`src/rtl/comparator_pkg.sv`:
```
// Shared types and constants for the registered magnitude comparator.
// The result is a one-hot {greater, less, equal} triple, all-zero after reset.
package comparator_pkg;

    typedef struct packed {
        logic greater;
        logic less;
        logic equal;
    } cmp_result_t;

    localparam cmp_result_t CMP_GT    = cmp_result_t'(3'b100);
    localparam cmp_result_t CMP_LT    = cmp_result_t'(3'b010);
    localparam cmp_result_t CMP_EQ    = cmp_result_t'(3'b001);
    localparam cmp_result_t CMP_RESET = cmp_result_t'(3'b000);

endpackage : comparator_pkg

```
`src/rtl/comparator_4bit_sync_if.sv`:
```
// Operand/result bundle for comparator_4bit_sync.
// When COMPARATOR_SIGNED_EN is defined the bundle also carries signed_mode.
interface comparator_4bit_sync_if #(
    parameter int WIDTH = 4
);

    logic             in_valid;
    logic [WIDTH-1:0] A;
    logic [WIDTH-1:0] B;
`ifdef COMPARATOR_SIGNED_EN
    logic             signed_mode;
`endif
    logic             out_valid;
    logic             greater;
    logic             less;
    logic             equal;

    // Producer of operands, consumer of flags.
    modport master (
`ifdef COMPARATOR_SIGNED_EN
        output signed_mode,
`endif
        output in_valid, A, B,
        input  out_valid, greater, less, equal
    );

    // The comparator itself.
    modport slave (
`ifdef COMPARATOR_SIGNED_EN
        input  signed_mode,
`endif
        input  in_valid, A, B,
        output out_valid, greater, less, equal
    );

endinterface : comparator_4bit_sync_if

```
`src/rtl/comparator_bit_slice.sv`:
```
// One-bit cascade cell of the magnitude comparator. Slices are chained from
// MSB to LSB; once a higher slice has decided greater/less, lower slices only
// pass that decision through.
module comparator_bit_slice (
    input  logic a_bit,
    input  logic b_bit,
    input  logic gt_i,
    input  logic lt_i,
    input  logic eq_i,
    output logic gt_o,
    output logic lt_o,
    output logic eq_o
);

    // This bit decides only while every more significant bit was equal.
    always_comb begin
        gt_o = gt_i | (eq_i &  a_bit & ~b_bit);
        lt_o = lt_i | (eq_i & ~a_bit &  b_bit);
        eq_o = eq_i & ~(a_bit ^ b_bit);
    end

endmodule : comparator_bit_slice

```
`src/rtl/comparator_4bit_sync.sv`:
```
// Registered magnitude comparator: one-hot greater/less/equal of A versus B,
// one cycle latency, one compare per cycle, synchronous active-high reset.
// Optional feature: COMPARATOR_SIGNED_EN adds signed_mode (two's-complement).
module comparator_4bit_sync
    import comparator_pkg::*;
#(
    parameter int WIDTH = 4
) (
    input  logic                   clk,
    input  logic                   rst,
    comparator_4bit_sync_if.slave  bus
);

    // Operand bits as seen by the slice chain.
    logic [WIDTH-1:0] a_eff;
    logic [WIDTH-1:0] b_eff;

    // Cascade wires; index WIDTH is the seed entering the MSB slice.
    logic [WIDTH:0] gt_c;
    logic [WIDTH:0] lt_c;
    logic [WIDTH:0] eq_c;

    cmp_result_t cmp_now;
    cmp_result_t result_d;
    cmp_result_t result_q;
    logic        out_valid_d;
    logic        out_valid_q;

`ifdef COMPARATOR_SIGNED_EN
    // Signed compare: swapping the sign bits in the MSB slice exchanges
    // greater/less exactly when the signs differ; lower bits stay unsigned.
    always_comb begin
        a_eff = bus.A;
        b_eff = bus.B;
        if (bus.signed_mode) begin
            a_eff[WIDTH-1] = bus.B[WIDTH-1];
            b_eff[WIDTH-1] = bus.A[WIDTH-1];
        end
    end
`else
    assign a_eff = bus.A;
    assign b_eff = bus.B;
`endif

    assign gt_c[WIDTH] = 1'b0;
    assign lt_c[WIDTH] = 1'b0;
    assign eq_c[WIDTH] = 1'b1;

    for (genvar i = WIDTH - 1; i >= 0; i--) begin : g_slice
        comparator_bit_slice u_slice (
            .a_bit (a_eff[i]),
            .b_bit (b_eff[i]),
            .gt_i  (gt_c[i+1]),
            .lt_i  (lt_c[i+1]),
            .eq_i  (eq_c[i+1]),
            .gt_o  (gt_c[i]),
            .lt_o  (lt_c[i]),
            .eq_o  (eq_c[i])
        );
    end

    assign cmp_now = '{greater: gt_c[0], less: lt_c[0], equal: eq_c[0]};

    // Capture a new result on valid operands; otherwise hold the flags.
    always_comb begin
        // NOTE: every always_comb output gets a default first so that no path
        // leaves it unassigned, which would otherwise infer a latch.
        out_valid_d = 1'b0;
        result_d    = result_q;
        if (bus.in_valid) begin
            out_valid_d = 1'b1;
            result_d    = cmp_now;
        end
    end

    // Output registers with synchronous reset taking priority over in_valid.
    always_ff @(posedge clk) begin
        // NOTE: sequential state uses non-blocking assignments so every
        // register samples the pre-edge value regardless of statement order.
        if (rst) begin
            out_valid_q <= 1'b0;
            result_q    <= CMP_RESET;
        end else begin
            out_valid_q <= out_valid_d;
            result_q    <= result_d;
        end
    end

    assign bus.out_valid = out_valid_q;
    assign bus.greater   = result_q.greater;
    assign bus.less      = result_q.less;
    assign bus.equal     = result_q.equal;

endmodule : comparator_4bit_sync

```
`src/flat_wrapper.sv`:
```
// flat-port wrapper written by rule: the top's interface ports become plain ports
module comparator_4bit_sync_flat import comparator_pkg::*;
#(
    parameter int WIDTH = 4
)
  (clk, rst, bus_in_valid, bus_A, bus_B, bus_out_valid, bus_greater, bus_less, bus_equal);
  comparator_4bit_sync_if #(.WIDTH(WIDTH)) bus_i ();
  input  logic clk;
  input  logic rst;
  input wire logic [$bits(bus_i.in_valid)-1:0] bus_in_valid;
  input wire logic [$bits(bus_i.A)-1:0] bus_A;
  input wire logic [$bits(bus_i.B)-1:0] bus_B;
  output wire logic [$bits(bus_i.out_valid)-1:0] bus_out_valid;
  output wire logic [$bits(bus_i.greater)-1:0] bus_greater;
  output wire logic [$bits(bus_i.less)-1:0] bus_less;
  output wire logic [$bits(bus_i.equal)-1:0] bus_equal;
  assign bus_i.in_valid = bus_in_valid;
  assign bus_i.A = bus_A;
  assign bus_i.B = bus_B;
  assign bus_out_valid = bus_i.out_valid;
  assign bus_greater = bus_i.greater;
  assign bus_less = bus_i.less;
  assign bus_equal = bus_i.equal;
  comparator_4bit_sync #(.WIDTH(WIDTH)) u_core (.clk(clk), .rst(rst), .bus(bus_i));
endmodule
```
`config.mk`:
```
export PLATFORM = sky130hd
export DESIGN_NAME = comparator_4bit_sync_flat
export DESIGN_NICKNAME = d
export VERILOG_FILES = /design/src/rtl/comparator_pkg.sv /design/src/rtl/comparator_4bit_sync_if.sv /design/src/rtl/comparator_bit_slice.sv /design/src/rtl/comparator_4bit_sync.sv /design/src/flat_wrapper.sv
export SDC_FILE = /design/constraint.sdc
export NUM_CORES = 1
export LEC_CHECK = 0
export ABC_AREA = 1
export BUFFER_PORTS_ARGS = -buffer_cell sky130_fd_sc_hd__buf_2
export CORE_AREA = 3 3 40 42
export CTS_CLUSTER_SIZE = 20
export DETAILED_ROUTE_END_ITERATION = 12
export DIE_AREA = 0 0 43 45
export PLACE_DENSITY = 0.45
export SYNTH_ARGS = -nofsm -noshare
export SYNTH_HDL_FRONTEND = slang
export SYNTH_SLANG_ARGS = --single-unit
```
`constraint.sdc`:
```
create_clock -name clk -period 1.3 [get_ports clk]
set_input_delay 0.065 -clock clk [delete_from_list [all_inputs] [get_ports clk]]
set_output_delay 0.065 -clock clk [all_outputs]
set_load 0.03 [all_outputs]
```
==> results of run 1 <==
==> worst min path at each step <==
stage                     cells past startpoint  startpoint  slack, ns                         endpoint
after floorplan                               1         rst       0.15  u_core.bus.out_valid$_SDFF_PP0_
after global placement                        2         rst       0.26  u_core.bus.out_valid$_SDFF_PP0_
after global routing                          2         rst       0.02  u_core.bus.out_valid$_SDFF_PP0_
after detailed placement                      2         rst       0.26  u_core.bus.out_valid$_SDFF_PP0_
final                                         2         rst       0.03  u_core.bus.out_valid$_SDFF_PP0_
after CTS                                     2         rst       0.02  u_core.bus.out_valid$_SDFF_PP0_
==> logic make-up (layout without fill, tap and decap cells) <==
group                    after synthesis  after routing
flip-flops                             4              4
AO/OA/AOI/OAI                          5              5
AND/OR/NAND/NOR                       26             26
buffers and inverters                 11             28
adder cells (fa/ha/maj)                2              2
==> synth_stat cells, drive strengths merged <==
cell	number	area share [%]
o21ai	3	5.2
a21oi	2	3.5
ha	2	8.7
dfxtp	4	28
nor2	9	14
nand3	5	8.7
inv	11	14
nand2	10	13
and2	1	2.2
nand3b	1	2.6
==> placed cells by master (no fill, tap or decap), types with 2 or more instances in the layout <==
cell type,n
a21oi_1,2
ha_1,2
dfxtp_1,4
nand3_1,5
clkbuf_4,3
o21ai_0,3
buf_2,14
nor2_1,8
nand2_1,10
inv_1,10
==> layer usage <==
metal | global-route usage, % | up-vias | part of all wire [%]
met3 | 1.20 | 0 | 2.9
met4 | 7.23 | 0 | 0
li1 | - | 179 | -
met2 | 13.2 | 5 | 50
met1 | 10.1 | 128 | 47
met5 | 0 | - | 0
==> cell type report <==
cell class                      count  share of cell area [%]
Multi-Input combinational cell     33                    41.9
Sequential cell                     4                    20.0
Timing Repair Buffer               14                    17.5
Inverter                           11                    10.3
Clock buffer                        3                    5.62
Tap cell                           15                    4.69
==> state kept, by name, summed over array words and instances (netlist names) <==
signal / count
u_core.bus.out_valid: 1
u_core.bus.greater: 1
u_core.bus.less: 1
u_core.bus.equal: 1
==> per-stage QoR <==
| stage | total power [uW] | utilization, % | cells | hold WS [ns] | worst slack [ns] |
|---|---|---|---|---|---|
| after CTS | 388 | 31.2 | 80 | 0.0183 | 0.478 |
| final | 384 | 31.2 | 80 | 0.0263 | 0.484 |
| after global placement | 230 | 29.4 | 77 | 0.263 | 0.301 |
| after detailed placement | 231 | 29.4 | 77 | 0.263 | 0.296 |
| after floorplan | 198 | - | 48 | 0.149 | 0.474 |
| after global routing | 418 | 31.2 | 80 | 0.0229 | 0.428 |
==> where the power goes <==
part	total [uW]	internal [uW]	switching [uW]
Clock	155	103	51.3
Sequential	133	131	2.68
Combinational	95.5	36.8	58.7
==> impl_results.md, run 1 <==
* Final critical delay including setup and external delays at ~0.82 ns
* Clock latency reported for the late side of the worst-skew pair at roughly 0.23 ns
* Post-CTS sizing at 0
* First-pass GRT wire length at around 1.2 mm
* GR Util All Layers at under 10%
* CTS tree: built
* Total clock sinks at 4
* Antenna viol nets, final at 0
* Cells after Synth at 48
* Critical path destination: bus_equal
* Final Cycle Share at a little over three fifths
* Crit path buffers/inverters at 1
* Dominant combinational cell family by area after synthesis: simple AND/OR/NAND/NOR gates
* Chip height at between 40 and 50 um
* Cell breakdown of the critical path: buf_2
* Startpoint of the worst register-to-register path: u_core.bus.greater$_SDFFE_PP0P_
* First DRT Iteration DRCs at 3
* Number of fill cells in the layout at between 150 and 200
* Initial cell density of the core at between 20% and 30%
* Crit. End Element: output pin
* Total placed instance area at ~380 sq um
* Number of nets produced by synthesis at roughly 60
* Avg Cell Area, Syn at 6.02 sq um
* CP Data Arrival Time at roughly 0.75 ns
* Total standard cell area after synthesis at around 290 sq um
* Post-CTS Hold Fix Bufs at 0
* ANT cells at 0
* DRC violation count after routing at 0
* XOR/XNOR Fraction of Synth Area at 0%
* Core region area at 0.00128 sq mm
* Highest cell delay on the worst timing path at around 0.32 ns
* Power density cells at roughly 960 mW/mm^2
* Buffer count from post-CTS setup fixing at 0
* Req. time, crit path at ~1.2 ns
* Number of nets in the final layout at 80
* IO buf count at 14
* Final setup violation count at 0
* Number of cells on the critical path at 1
* Kind of cell adding the most delay to the critical path: flip-flops
* Final std cell area, no fill at 400 sq um
* DR pass1 iterations at 4
* Growth of design area from synthesis to finish at 38.5%
* Worst-path fanout max at 2
* Final hold vios at 0
* TritonCTS Buffers at 3
* Clk pin slew, worst setup/hold paths at ~0.04 ns
* Library cell used as clock root buffer: clkbuf_4
* Leakage power at between 0.0002 and 0.00025 uW
* IO Count at 15
* Synthesized-area fraction occupied by adder cells at 8.66%
* Buffer depth of the longest clock path at 2
* Number of rows created at floorplan at 13
* Kind of launch point of the worst setup path: flop
* Synthesis warning total at 0
* Reg2reg end: u_core.bus.greater$_SDFFE_PP0P_
* Flip-flop and latch count after synthesis at 4
* Final-report max-slew violation count at 0
* Netlist cell types at 12
* Total Die Area at 0.00194 sq mm
* Global-route congestion overflow total at 0
* Overall via count from detail_route at around 310
* Register area at between 80 and 90 sq um
* Avg WL per Cell at just over 8 um
* Deepest level of the CTS H-tree at 1
* Simple logic cell fraction of the synthesized area at slightly above 40%
* Mux cell area share after synthesis at 0%
* Layout Skew at 0 ns
* Worst vdd ir at around 0.16 mV
* Cell count of the worst reg-to-reg path at 2
* Fraction of final layout cells sized beyond drive strength 1 at 29.2%
* Final WL at roughly 660 um
* Final sum of negative setup slack at 0 ns
* Number of antenna violations at the first check in global routing at 0
* Vias in the first global route at between 300 and 400
* Transition at the pin with the smallest max-transition slack at 0.155 ns
* Reg-to-reg setup timing slack at 0.68 ns
* Run status: finished, final reports clean
* Count of maximum capacitance violations at 0
* Share of the yosys chip area belonging to registers at between 20% and 30%
* Share of the synthesized area in compound gates (AO/OA/AOI/OAI) at roughly 8.7%
* Die extent in x at approximately 43 um
* DP Wirelength at between 500 and 600 um
* Setup crit start: u_core.bus.equal$_SDFFE_PP0P_
* HP Class: primary input to flop
* Achievable Freq at 1230 MHz
* RD Place Congestion at roughly 0.73
* Multi-input gate area in the final layout at between 150 and 200 sq um
* Vias per inst at between 3 and 4
* Slowest library cell on the worst path: dfxtp_1
* Worst slew margin at 89.6%
* Critical path class: flop to output pin
* Unrepaired setup endpoints after global routing: no
* Pin count of the biggest net entering global routing at 5
Power figures use the tool's default switching activity.
==> run 2, diff against run 1 <==
==> constraint.sdc (replaced) <==
create_clock -name clk -period 0.8 [get_ports clk]
set_input_delay 0.04 -clock clk [delete_from_list [all_inputs] [get_ports clk]]
set_output_delay 0.04 -clock clk [all_outputs]
set_load 0.03 [all_outputs]
==> run 2 against run 1 <==
Compared with the run above: count of clock-buffer cells in the layout did not move; clock skew did not move; design area rose by 7.5%; critical path type unchanged; wire length fell by 1.7%; die area did not move; highest routed layer is now met4; global-route usage fell by 1.3 points; largest cell class unchanged.
==> impl_results.md, run 2 (synthesis gave the netlist of run 1 again) <==
* Run status: finished, final reports clean
* Req. time, crit path at 0.76 ns (-0.48 ns)
* Core region area at 0.00128 sq mm (unchanged)
* DP Wirelength at 521 um (-4.3%)
* Growth of design area from synthesis to finish at 48.9%
* Slowest library cell on the worst path: dfxtp_1
* Worst hold start: rst
* PnR worst setup slack at 0.0258 ns (-0.458 ns)
* Highest cell delay on the worst timing path at 0.33 ns (about the same)
* Kind of cell adding the most delay to the critical path: flip-flops
* IO buf count at 14 (unchanged)
* Number of antenna violations at the first check in global routing at 0 (unchanged)
* Global-route congestion overflow total at 0 (unchanged)
* Deepest level of the CTS H-tree at 1 (unchanged)
* DRC violation count after routing at 0 (unchanged)
* Number of rows created at floorplan at 13 (unchanged)
* Most frequent standard cell in the layout excluding fill and tap cells: buf_2
* Buffer depth of the longest clock path at 2 (unchanged)
* Number of standard cells in the layout, taps in and fillers out at 81 (+1.3%)
* Total placed instance area at 390 sq um (+3.3%)
* Worst-path fanout max at 2 (unchanged)
* Avg WL per Cell at 7.99 um (-2.9%)
* Final WL at 647 um (-1.7%)
* First-pass GRT wire length at 1.00 mm (-17%)
* Unrepaired setup endpoints after global routing: no
* Pin count of the biggest net entering global routing at 5 (unchanged)
* Antenna viol nets, final at 0 (unchanged)
* IO Count at 15 (unchanged)
* Crit. End Element: output pin
* Final sum of negative setup slack at 0 ns (unchanged)
* Crit path buffers/inverters at 1 (unchanged)
* Number of fill cells in the layout at 146 (-6.4%)
* Chip height at 45 um (unchanged)
* Die extent in x at 43 um (unchanged)
* Register area at 80.1 sq um (unchanged)
* DR pass1 iterations at 4 (unchanged)
* HP Class: primary input to flop
* Fraction of final layout cells sized beyond drive strength 1 at 30.3% (+1.1 points)
* Vias per inst at 4.04 (+3.5%)
* Vias in the first global route at 279 (-16%)
* TritonCTS Buffers at 3 (unchanged)
* CTS tree: built
* RD Place Congestion at 0.734 (+0.60%)
* Critical path class: flop to output pin
* Worst vdd ir at 0.439 mV (+170%)
* First DRT Iteration DRCs at 2 (-1)
* Library cell used as clock root buffer: clkbuf_4
* Setup crit start: u_core.bus.equal$_SDFFE_PP0P_
* Overall via count from detail_route at 327 (+4.8%)
* Final Cycle Share at between 90 and 100%
* Kind of launch point of the worst setup path: flop
* GR Util All Layers at 7.07% (-1.3 points)
* Final critical delay including setup and external delays at 0.774 ns
* Cell breakdown of the critical path: buf_4
* Startpoint of the worst register-to-register path: u_core.bus.less$_SDFFE_PP0P_
* Placed Instances at 77 (unchanged)
* Layout Skew at 0 ns (unchanged)
* Count of maximum capacitance violations at 0 (unchanged)
* Leakage power at 0.000245 uW (+2.5%)
* Transition at the pin with the smallest max-transition slack at 0.164 ns (+0.00951 ns)
* Final-report max-slew violation count at 0 (unchanged)
* Most frequent cells in the layout: 11 x buf_2, 10 x inv_1, 10 x nand2_1
* Final std cell area, no fill at 430 sq um (+7.5%)
* Clk pin slew, worst setup/hold paths at 0.04 ns (about the same)
* CP Data Arrival Time at 0.73 ns (-0.02 ns)
* ANT cells at 0 (unchanged)
* Worst hold slack at 0.101 ns (+0.0752 ns)
* Worst slew margin at 88.9% (-0.64 points)
* Initial cell density of the core at 22.5% (unchanged)
* Final hold vios at 0 (unchanged)
* Power density cells at 1510 mW/mm^2 (+57%)
* Total clock sinks at 4 (unchanged)
* Total Die Area at 0.00194 sq mm (unchanged)
* Placement-stage worst setup slack at -0.112 ns (-0.408 ns)
* Clock latency reported for the late side of the worst-skew pair at 0.24 ns (about the same)
* Reg-to-reg setup timing slack at 0.15 ns (-0.53 ns)
* Multi-input gate area in the final layout at 180 sq um (+7.5%)
* Number of nets in the final layout at 81 (+1.3%)
* Achievable Freq at roughly 1300 MHz
* Final setup violation count at 0 (unchanged)
[run 2: cell types whose count changed in the layout (fill, tap and decap cells not counted), sizes merged]
| cell | delta |
|---|---|
| dlygate4sd3 | +1 |
[run 2: final cells by class]
type / count / share of cell area, %
inverters: 11 / 9.59
well taps: 15 / 4.36
flip-flops and latches: 4 / 18.6
repair buffers: 15 / 20.3
multi-input cells: 33 / 41.9
clock buffers: 3 / 5.23
[run 2: repair_timing]
item | 4_1_cts | 5_1_grt
setup endpoints to repair | 0 | 3
setup buffers | 0 | 0
gates resized for setup | 0 | 6
endpoints found under the hold margin | 1 | 0
hold buffers | 1 | 0
[run 2: path summary, 6_finish.rpt]
path | endpoint | cells after the start
hold reg to reg | u_core.bus.equal$_SDFFE_PP0P_ | 2
hold / removal | u_core.bus.greater$_SDFFE_PP0P_ | 4
setup reg to reg | u_core.bus.less$_SDFFE_PP0P_ | 2
setup / recovery | bus_equal | 1
[run 2: through the flow]
stage          total power, uW  util [%]
2_1_floorplan              327         -
3_3_place_gp               384      30.4
3_5_place_dp               383      30.4
4_1_cts                    651      32.9
5_1_grt                    694      33.5
6_report                   649      33.5
[run 2: metal layers]
| metal | track usage, % | up-vias | part of all wire [%] |
|---|---|---|---|
| li1 | - | 181 | - |
| met2 | 12.6 | 6 | 54 |
| met4 | 7.23 | 0 | 1.2 |
| met1 | 6.73 | 138 | 42 |
| met3 | 1.20 | 2 | 2.2 |
| met5 | 0 | - | 0 |
[run 2: power by group]
group	internal (uW)	leakage (uW)	switching, uW
clock	168	0.0000138	92.9
sequential	212	0.0000330	4.61
combinational	72.5	0.000199	98.0
total	453	0.000245	195
